File: src/rtl/mem_port_arbiter_if.sv
// Bus bundle for mem_port_arbiter: the instruction-fetch port, the MEM-stage port and the
// single shared RAM port.
//
// Modports:
//   slave  - the arbiter. It receives requests and RAM responses and drives dones, read data
//            and the RAM strobe.
//   master - the environment. This is the pipeline plus the RAM model.
//
// Signals:
//   if_req, if_addr[15:0]           fetch request and address (held until if_done)
//   if_done, if_rdata[15:0]         fetch completion pulse and fetched word
//   mem_read, mem_write             MEM-stage requests (held until mem_done)
//   mem_addr[15:0], mem_wdata[15:0] data address and store data
//   mem_done, mem_rdata[15:0]       MEM completion pulse and load data
//   ram_req, ram_we                 RAM strobe and write enable
//   ram_addr[15:0], ram_wdata[15:0] RAM address and write data
//   ram_rdata[15:0], ram_ack        RAM read data and one-cycle completion
//   busy, timeout_err               arbiter status
interface mem_port_arbiter_if;
    logic        if_req;
    logic [15:0] if_addr;
    logic        if_done;
    logic [15:0] if_rdata;
    logic        mem_read;
    logic        mem_write;
    logic [15:0] mem_addr;
    logic [15:0] mem_wdata;
    logic        mem_done;
    logic [15:0] mem_rdata;
    logic        ram_req;
    logic        ram_we;
    logic [15:0] ram_addr;
    logic [15:0] ram_wdata;
    logic [15:0] ram_rdata;
    logic        ram_ack;
    logic        busy;
    logic        timeout_err;

    modport slave (
        input  if_req, if_addr, mem_read, mem_write, mem_addr, mem_wdata, ram_rdata, ram_ack,
        output if_done, if_rdata, mem_done, mem_rdata, ram_req, ram_we, ram_addr, ram_wdata,
               busy, timeout_err
    );

    modport master (
        output if_req, if_addr, mem_read, mem_write, mem_addr, mem_wdata, ram_rdata, ram_ack,
        input  if_done, if_rdata, mem_done, mem_rdata, ram_req, ram_we, ram_addr, ram_wdata,
               busy, timeout_err
    );
endinterface

File: src/rtl/mem_port_arbiter.sv
// mem_port_arbiter: shares one RAM port between instruction fetch (IF) and the MEM stage.
//
// Arbitration rules:
//   - MEM normally wins over IF.
//   - IF is forced to win once STARVE_LIMIT consecutive MEM grants were made while IF waited.
//   - Every output is registered.
//   - The cycle that carries a done pulse never grants, so accesses are separated by at least
//     one idle cycle.
//
// Ports:
//   clk  - clock
//   rst  - asynchronous, active-high reset. It clears all state and outputs.
//   bus  - mem_port_arbiter_if.slave. It carries the IF, MEM and RAM handshakes and the status.
//
// Parameters:
//   STARVE_LIMIT - MEM grants tolerated while IF waits (1..15)
//   TIMEOUT      - cycles to wait for ram_ack before aborting
//
// Optional feature, enabled by defining the macro MEM_ARB_TIMEOUT_EN:
//   - An access with no ram_ack for TIMEOUT cycles is aborted.
//   - The abort completes the access with read data 16'hFFFF and sets the sticky timeout_err.
//   - Without the macro, the arbiter waits for ram_ack forever and timeout_err is tied to 0.
module mem_port_arbiter #(
    parameter int unsigned STARVE_LIMIT = 4,
    parameter int unsigned TIMEOUT      = 16
) (
    input logic               clk,
    input logic               rst,
    mem_port_arbiter_if.slave bus
);
    if (STARVE_LIMIT < 1 || STARVE_LIMIT > 15 || TIMEOUT < 1) begin : gBadParams
        $error("mem_port_arbiter: parameter out of range");
    end

    typedef enum logic [1:0] {StIdle, StMemAcc, StIfAcc} stateE;

    localparam logic [3:0] StarveMax = 4'(STARVE_LIMIT);

    stateE       stateQ, stateD;
    logic [3:0]  starveQ, starveD;
    logic        ramReqQ, ramReqD;
    logic        ramWeQ, ramWeD;
    logic [15:0] ramAddrQ, ramAddrD;
    logic [15:0] ramWdataQ, ramWdataD;
    logic        ifDoneQ, ifDoneD;
    logic [15:0] ifRdataQ, ifRdataD;
    logic        memDoneQ, memDoneD;
    logic [15:0] memRdataQ, memRdataD;
    logic        busyQ, busyD;
    logic        memReq, forceIf;

`ifdef MEM_ARB_TIMEOUT_EN
    localparam int unsigned TimerW = (TIMEOUT > 1) ? $clog2(TIMEOUT) : 1;
    logic [TimerW-1:0] timerQ, timerD;
    logic              timeoutErrQ, timeoutErrD;
`endif

    always_comb begin
        stateD    = stateQ;
        starveD   = starveQ;
        ramReqD   = ramReqQ;
        ramWeD    = ramWeQ;
        ramAddrD  = ramAddrQ;
        ramWdataD = ramWdataQ;
        ifDoneD   = 1'b0;
        ifRdataD  = ifRdataQ;
        memDoneD  = 1'b0;
        memRdataD = memRdataQ;
`ifdef MEM_ARB_TIMEOUT_EN
        timerD      = '0;
        timeoutErrD = timeoutErrQ;
`endif
        memReq  = bus.mem_read | bus.mem_write;
        forceIf = bus.if_req && (starveQ == StarveMax);

        unique case (stateQ)
            StIdle: begin
                // Requesters still hold their request during the done cycle, so that cycle
                // must not grant.
                if (!ifDoneQ && !memDoneQ) begin
                    if (memReq && !forceIf) begin
                        stateD    = StMemAcc;
                        ramReqD   = 1'b1;
                        ramWeD    = bus.mem_write;
                        ramAddrD  = bus.mem_addr;
                        ramWdataD = bus.mem_wdata;
                        if (bus.if_req && (starveQ != StarveMax)) begin
                            starveD = starveQ + 4'd1;
                        end
                    end else if (bus.if_req) begin
                        stateD    = StIfAcc;
                        ramReqD   = 1'b1;
                        ramWeD    = 1'b0;
                        ramAddrD  = bus.if_addr;
                        ramWdataD = 16'h0000;
                        starveD   = 4'd0;
                    end
                end
            end
            StMemAcc, StIfAcc: begin
                if (bus.ram_ack) begin
                    stateD  = StIdle;
                    ramReqD = 1'b0;
                    if (stateQ == StMemAcc) begin
                        memDoneD = 1'b1;
                        if (!ramWeQ) begin
                            memRdataD = bus.ram_rdata;
                        end
                    end else begin
                        ifDoneD  = 1'b1;
                        ifRdataD = bus.ram_rdata;
                    end
                end
`ifdef MEM_ARB_TIMEOUT_EN
                else if (timerQ == TimerW'(TIMEOUT - 1)) begin
                    stateD      = StIdle;
                    ramReqD     = 1'b0;
                    timeoutErrD = 1'b1;
                    if (stateQ == StMemAcc) begin
                        memDoneD  = 1'b1;
                        memRdataD = 16'hFFFF;
                    end else begin
                        ifDoneD  = 1'b1;
                        ifRdataD = 16'hFFFF;
                    end
                end else begin
                    timerD = timerQ + 1'b1;
                end
`endif
            end
            default: stateD = StIdle;
        endcase

        busyD = (stateD != StIdle);
    end

    always_ff @(posedge clk or posedge rst) begin
        if (rst) begin
            stateQ    <= StIdle;
            starveQ   <= 4'd0;
            ramReqQ   <= 1'b0;
            ramWeQ    <= 1'b0;
            ramAddrQ  <= 16'h0000;
            ramWdataQ <= 16'h0000;
            ifDoneQ   <= 1'b0;
            ifRdataQ  <= 16'h0000;
            memDoneQ  <= 1'b0;
            memRdataQ <= 16'h0000;
            busyQ     <= 1'b0;
        end else begin
            stateQ    <= stateD;
            starveQ   <= starveD;
            ramReqQ   <= ramReqD;
            ramWeQ    <= ramWeD;
            ramAddrQ  <= ramAddrD;
            ramWdataQ <= ramWdataD;
            ifDoneQ   <= ifDoneD;
            ifRdataQ  <= ifRdataD;
            memDoneQ  <= memDoneD;
            memRdataQ <= memRdataD;
            busyQ     <= busyD;
        end
    end

`ifdef MEM_ARB_TIMEOUT_EN
    always_ff @(posedge clk or posedge rst) begin
        if (rst) begin
            timerQ      <= '0;
            timeoutErrQ <= 1'b0;
        end else begin
            timerQ      <= timerD;
            timeoutErrQ <= timeoutErrD;
        end
    end

    assign bus.timeout_err = timeoutErrQ;
`else
    assign bus.timeout_err = 1'b0;
`endif

    assign bus.ram_req   = ramReqQ;
    assign bus.ram_we    = ramWeQ;
    assign bus.ram_addr  = ramAddrQ;
    assign bus.ram_wdata = ramWdataQ;
    assign bus.if_done   = ifDoneQ;
    assign bus.if_rdata  = ifRdataQ;
    assign bus.mem_done  = memDoneQ;
    assign bus.mem_rdata = memRdataQ;
    assign bus.busy      = busyQ;
endmodule
File: src/flat_wrapper.sv
// flat-port wrapper written by rule: the top's interface ports become plain ports
module mem_port_arbiter_flat 
#(
    parameter int unsigned STARVE_LIMIT = 4,
    parameter int unsigned TIMEOUT      = 16
)
  (clk, rst, bus_if_req, bus_if_addr, bus_mem_read, bus_mem_write, bus_mem_addr, bus_mem_wdata, bus_ram_rdata, bus_ram_ack, bus_if_done, bus_if_rdata, bus_mem_done, bus_mem_rdata, bus_ram_req, bus_ram_we, bus_ram_addr, bus_ram_wdata, bus_busy, bus_timeout_err);
  mem_port_arbiter_if bus_i ();
  input logic clk;
  input logic rst;
  input wire logic [$bits(bus_i.if_req)-1:0] bus_if_req;
  input wire logic [$bits(bus_i.if_addr)-1:0] bus_if_addr;
  input wire logic [$bits(bus_i.mem_read)-1:0] bus_mem_read;
  input wire logic [$bits(bus_i.mem_write)-1:0] bus_mem_write;
  input wire logic [$bits(bus_i.mem_addr)-1:0] bus_mem_addr;
  input wire logic [$bits(bus_i.mem_wdata)-1:0] bus_mem_wdata;
  input wire logic [$bits(bus_i.ram_rdata)-1:0] bus_ram_rdata;
  input wire logic [$bits(bus_i.ram_ack)-1:0] bus_ram_ack;
  output wire logic [$bits(bus_i.if_done)-1:0] bus_if_done;
  output wire logic [$bits(bus_i.if_rdata)-1:0] bus_if_rdata;
  output wire logic [$bits(bus_i.mem_done)-1:0] bus_mem_done;
  output wire logic [$bits(bus_i.mem_rdata)-1:0] bus_mem_rdata;
  output wire logic [$bits(bus_i.ram_req)-1:0] bus_ram_req;
  output wire logic [$bits(bus_i.ram_we)-1:0] bus_ram_we;
  output wire logic [$bits(bus_i.ram_addr)-1:0] bus_ram_addr;
  output wire logic [$bits(bus_i.ram_wdata)-1:0] bus_ram_wdata;
  output wire logic [$bits(bus_i.busy)-1:0] bus_busy;
  output wire logic [$bits(bus_i.timeout_err)-1:0] bus_timeout_err;
  assign bus_i.if_req = bus_if_req;
  assign bus_i.if_addr = bus_if_addr;
  assign bus_i.mem_read = bus_mem_read;
  assign bus_i.mem_write = bus_mem_write;
  assign bus_i.mem_addr = bus_mem_addr;
  assign bus_i.mem_wdata = bus_mem_wdata;
  assign bus_i.ram_rdata = bus_ram_rdata;
  assign bus_i.ram_ack = bus_ram_ack;
  assign bus_if_done = bus_i.if_done;
  assign bus_if_rdata = bus_i.if_rdata;
  assign bus_mem_done = bus_i.mem_done;
  assign bus_mem_rdata = bus_i.mem_rdata;
  assign bus_ram_req = bus_i.ram_req;
  assign bus_ram_we = bus_i.ram_we;
  assign bus_ram_addr = bus_i.ram_addr;
  assign bus_ram_wdata = bus_i.ram_wdata;
  assign bus_busy = bus_i.busy;
  assign bus_timeout_err = bus_i.timeout_err;
  mem_port_arbiter #(.STARVE_LIMIT(STARVE_LIMIT), .TIMEOUT(TIMEOUT)) u_core (.clk(clk), .rst(rst), .bus(bus_i));
endmodule
File: config.mk
export PLATFORM = sky130hd
export DESIGN_NAME = mem_port_arbiter_flat
export DESIGN_NICKNAME = d
export VERILOG_FILES = /design/src/rtl/mem_port_arbiter_if.sv /design/src/rtl/mem_port_arbiter.sv /design/src/flat_wrapper.sv
export SDC_FILE = /design/constraint.sdc
export NUM_CORES = 1
export LEC_CHECK = 0
export CORE_MARGIN = 2
export CORE_UTILIZATION = 45
export CTS_CLUSTER_DIAMETER = 80
export CTS_CLUSTER_SIZE = 24
export DETAILED_ROUTE_END_ITERATION = 8
export PLACE_DENSITY = 0.85
export SYNTH_ARGS = -nofsm -noshare
export SYNTH_HDL_FRONTEND = slang
export SYNTH_SLANG_ARGS = --single-unit
File: constraint.sdc
create_clock -name clk -period 5.1 [get_ports clk]
set_input_delay 1.02 -clock clk [delete_from_list [all_inputs] [get_ports clk]]
set_output_delay 1.02 -clock clk [all_outputs]
set_load 0.05 [all_outputs]
* After elaboration in Yosys (flattened, before gate mapping)
Cells that the tools add are included.
** Cells by class
- Add/subtract/negate cells :: 1
- Multipliers :: 0
- Div/mod/pow operators :: 0
- Order comparisons :: 0
- Eq/ne operators :: 8
- Shifts and indexed selects :: 0
- Mux-type cells :: 25
- Bitwise logic cells :: 3
- Reductions and logical operators :: 17
** Operator list (number)
- $mux 16 :: 4
- $mux 1 :: 12
- $mux 4 :: 3
- $reduce_and 4->1 :: 3
- $mux 2 :: 4
- $reduce_and 3->1 :: 2
- $reduce_bool 2->1 :: 3
- $add 4x1->4 const B :: 1
- $eq 4x3->1 const B :: 1
- $logic_and 1x1->1 :: 4
- $ne 2x2->1 const B :: 2
- $ne 4x3->1 const B :: 1
- $pmux 2 s2 :: 1
- $logic_not 1->1 :: 3
- $ne 3x2->1 const B :: 1
- $eq 2x1->1 const B :: 1
- $eq 2x2->1 const B :: 1
- $logic_not 2->1 :: 1
- $ne 2x1->1 const B :: 1
- $not 1->1 :: 2
- $pmux 1 s2 :: 1
- $reduce_or 2->1 :: 1
- $or 1x1->1 :: 1
** Word-level totals
- Register bits after elaboration :: 75
- Latch bits :: 0
- Bits in writable memories :: 0
- ROM bits :: 0
- Output and inout port bits :: 70
- Word-level logic and storage cells :: 65
- Memories kept :: 0

* Longest topological paths before layout
- Word-level depth :: 8
- Gate-level depth with buffers :: 8
- Mapped depth without buffers :: 6

* Worst setup path before layout
OpenSTA, ideal clock, no wires.
- Path kind :: input to register
- Start :: in bus_if_req
- End :: reg u_core.ramReqQ (netlist: u_core.bus.ram_req)
- Library setup time :: 121 ps
- Arrival time :: 1910 ps
- Data required time :: 4979 ps
- Path slack :: 3069 ps
- Stages :: 3
- Path through :: o311ai_2 > mux2_1 > a22o_1
** On the way
- Longest elaborated chain between the ends :: 6
** RTL lines
- start, declared :: RTL line flat_wrapper.sv:11 : input wire logic [$bits(bus_i.if_req)-1:0] bus_if_req;
- $logic_and 1x1->1 :: RTL line mem_port_arbiter.sv:74 : forceIf = bus.if_req && (starveQ == StarveMax);
- $logic_not 1->1 :: RTL line mem_port_arbiter.sv:81 : if (memReq && !forceIf) begin
- $logic_and 1x1->1 :: RTL line mem_port_arbiter.sv:81
- $mux 1 :: RTL line mem_port_arbiter.sv:81
- $mux 1 :: RTL line mem_port_arbiter.sv:80 : if (!ifDoneQ && !memDoneQ) begin
- $pmux 1 s2 :: RTL line mem_port_arbiter.sv:76 : unique case (stateQ)
- end signal, assigned :: RTL line mem_port_arbiter.sv:153 : ramReqQ <= ramReqD;
- end, declared :: RTL line mem_port_arbiter.sv:41 : logic ramReqQ, ramReqD;
Several ways; a longest one is shown, not always the timed one. The select of a mux whose other input is x is not followed.
A chain may end at the register's enable or synchronous reset.

* Worst setup path in the final report
- Start :: in bus_mem_write
- End :: reg u_core.ramAddrQ[8] (netlist: u_core.bus.ram_addr[8])
** On the way
- Longest elaborated chain between the ends :: 4
** RTL lines
- start, declared :: RTL line flat_wrapper.sv:14 : input wire logic [$bits(bus_i.mem_write)-1:0] bus_mem_write;
- $or 1x1->1 * :: RTL line mem_port_arbiter.sv:73 : memReq = bus.mem_read | bus.mem_write;
- $logic_and 1x1->1 * :: RTL line mem_port_arbiter.sv:81
- $reduce_bool 2->1 (no source line)
- $reduce_and 3->1 (no source line)
- end signal, assigned :: RTL line mem_port_arbiter.sv:155 : ramAddrQ <= ramAddrD;
- end, declared :: RTL line mem_port_arbiter.sv:43 : logic [15:0] ramAddrQ, ramAddrD;
Every way passes the cells marked *; elsewhere a longest branch is shown, timed or not.

==> out/summary.txt <==
Max clock buf depth -> 2
core footprint -> 6790 sq um
Mapped Area -> 3170 sq um
die area -> 7740 sq um
Async SR Flop Fraction -> 100%
HPWL Detailed -> 5.56 mm
Hold Vio Cnt, Final -> 0
average cell area after synthesis -> 13.3 sq um
endpoint class of the critical path -> flop
root buf cell -> clkbuf_8
first-pass GRT wire length -> 12.0 mm
RSZ-0062 raised after global routing -> false
# Max-Cap Violations -> 0
Synth Area in XOR/XNOR -> 0%
number of buffers added on ports -> 138
ant diodes -> 0
Worst EP required -> 5320 ps
Row Count -> 30
DRT antenna net count -> 0
CP Class -> in -> reg
main combinational cell family by area after synthesis -> multiplexers
crit path time final -> 2720 ps
via count -> 2390
period utilization -> 53.2%
CP max FO -> 18
drt pass-1 iters -> 4
slew margin rel. -> 22.8%
pin count of the biggest net entering global routing -> 48
Yosys warnings -> 0
max incr delay on CP -> 950 ps
area grow syn2layout -> 51.7%
mux cell area share after synthesis -> 17.8%
Worst setup SP type -> input port
outcome -> completed
leading area contributor after synthesis -> dfrtp_1
Post-CTS Hold Fix Bufs -> 0
crit path max-delay cell type -> o21ai_2
EDFF count, synth -> 0
most frequent cells in the layout -> clkdlybuf4s50_1, dfrtp_1, nand2_1
Slew @ Worst Pin -> 1160 ps
die height -> 88.0 microns
layout cells sized above 1 -> 11.3%
global route overflow -> 0
vias in the first global route -> 2472
final estimated routing congestion in global placement -> 0.763
drt via density -> 5.02
Mapped Cells -> 238
Setup-failing EPs final -> 0
clock network latency to the later pin of the worst-skew pair -> 330 ps
CTS tree -> yes
Filler cells -> 495
max-slew violations -> 0
Most used DFF post-synth -> dfrtp_1
Num Clock Sinks -> 75
H-tree Lvls -> 3
CTS buffer count -> 9
Clock transition at path regs -> 80 ps
final setup TNS -> 0 ps
Starting Density -> 46.7%
# Post-CTS Setup Buffers -> 0
Synth top area share -> 59.1%
post-synthesis sequential area ratio -> 59.1%
simple-gate portion of the synthesized area -> 6.27%
# DRC -> 0
unique cell type count in the Yosys netlist -> 36
I/O pin cnt -> 140
most common cell after layout, fill and taps aside -> clkdlybuf4s50_1
die width -> 88.0 microns
worst hold margin -> 486 ps
Synth Register Bits -> 75
skew final -> 8.55 ps
Post-Syn Nets -> 314
Peak Freq -> 368 MHz
GRT Total Usage -> 20.5%
number of gates resized after CTS -> 0
Hold/Removal Path Class -> reg -> reg
post-synthesis compound-gate area fraction -> 10.7%
DR iter-0 viols -> 64
synth top area cells -> dfrtp_1, mux2i_1, a22o_1
antenna violations before repair -> 0
adder-cell share of the synthesized area -> 2.36%
Worst EP arrival -> 2930 ps
WL/cell -> 16.1 microns
critical path, cell by cell -> clkdlybuf4s50_1 -> o21ai_2 -> mux2i_1 -> o21ai_1
Final nets -> 452
drt total wl -> 7.69 mm
-- metal layers --
layer	part of all wire, %	global-route usage, %
met4	1.0	5.87
met5	0	0
met2	49	33.5
met3	10	9.52
met1	40	24.2
-- cell usage after synthesis (4+ instances only) --
| master | n |
|---|---|
| nand2_1 | 22 |
| buf_6 | 4 |
| mux2_1 | 11 |
| a22o_1 | 17 |
| mux2_2 | 13 |
| ha_1 | 6 |
| o21ai_1 | 20 |
| mux2_4 | 9 |
| dfrtp_1 | 75 |
| inv_1 | 6 |
| mux2i_1 | 16 |
| buf_2 | 7 |
-- stage by stage --
stage,setup WS (ps),utilization (%),cells,instance area (sq um)
global route,2250,70.9,476,4820
detailed placement,2010,67.8,461,4610
floorplan,2170,-,238,3170
CTS,2370,70.9,476,4820
finish,2380,70.9,476,4820
global placement,2110,67.8,461,4610
-- cell type report --
| class | instances | area, sq um | area share [%] |
|---|---|---|---|
| clock inverters | 5 | 78.8 | 1.64 |
| well taps | 96 | 120 | 2.49 |
| flip-flops and latches | 75 | 1880 | 39.0 |
| inverters | 6 | 22.5 | 0.468 |
| repair buffers | 140 | 1400 | 29.0 |
| clock buffers | 10 | 128 | 2.65 |
| multi-input cells | 144 | 1190 | 24.8 |
-- worst paths after layout --
check	slack, ps	start	end	cells past startpoint
min reg2reg	490	u_core.bus.ram_addr[3]	u_core.bus.ram_addr[3]	2
max	2380	bus_mem_write	u_core.bus.ram_addr[8]	4
max in group asynchronous	2930	rst	u_core.starveQ[3]	3
min	490	u_core.bus.ram_addr[3]	u_core.bus.ram_addr[3]	2
min in group asynchronous	1210	rst	u_core.bus.ram_wdata[11]	2
max reg2reg	2940	u_core.stateQ[0]	u_core.bus.if_rdata[10]	5
-- flip-flops by register name, summed over array words and instances, names as in the netlist --
signal and cells:
u_core.bus.if_rdata 16, u_core.bus.mem_rdata 16, u_core.bus.ram_addr 16, u_core.bus.ram_wdata 16, u_core.starveQ 4, u_core.stateQ 2
u_core.bus.busy 1, u_core.bus.if_done 1, u_core.bus.mem_done 1, u_core.bus.ram_req 1, u_core.bus.ram_we 1
-- cell families (layout without fill, tap and decap cells) --
kind of cell	after synthesis	in the layout
buffers and inverters	19	161
other	1	1
multiplexers	49	49
AND/OR/NAND/NOR	40	40
flip-flops	75	75
AO/OA/AOI/OAI	48	48
adder cells (fa/ha/maj)	6	6
-- critical path, delay by kind of cell --
kind / cells / cell delay (ps)
compound gates: 2 / 1030
mux: 1 / 340
buf+inv: 1 / 530
Power is left out: the tool's default activity adds up to more than one toggle a clock period on the data nets, which glitch-free logic cannot reach.
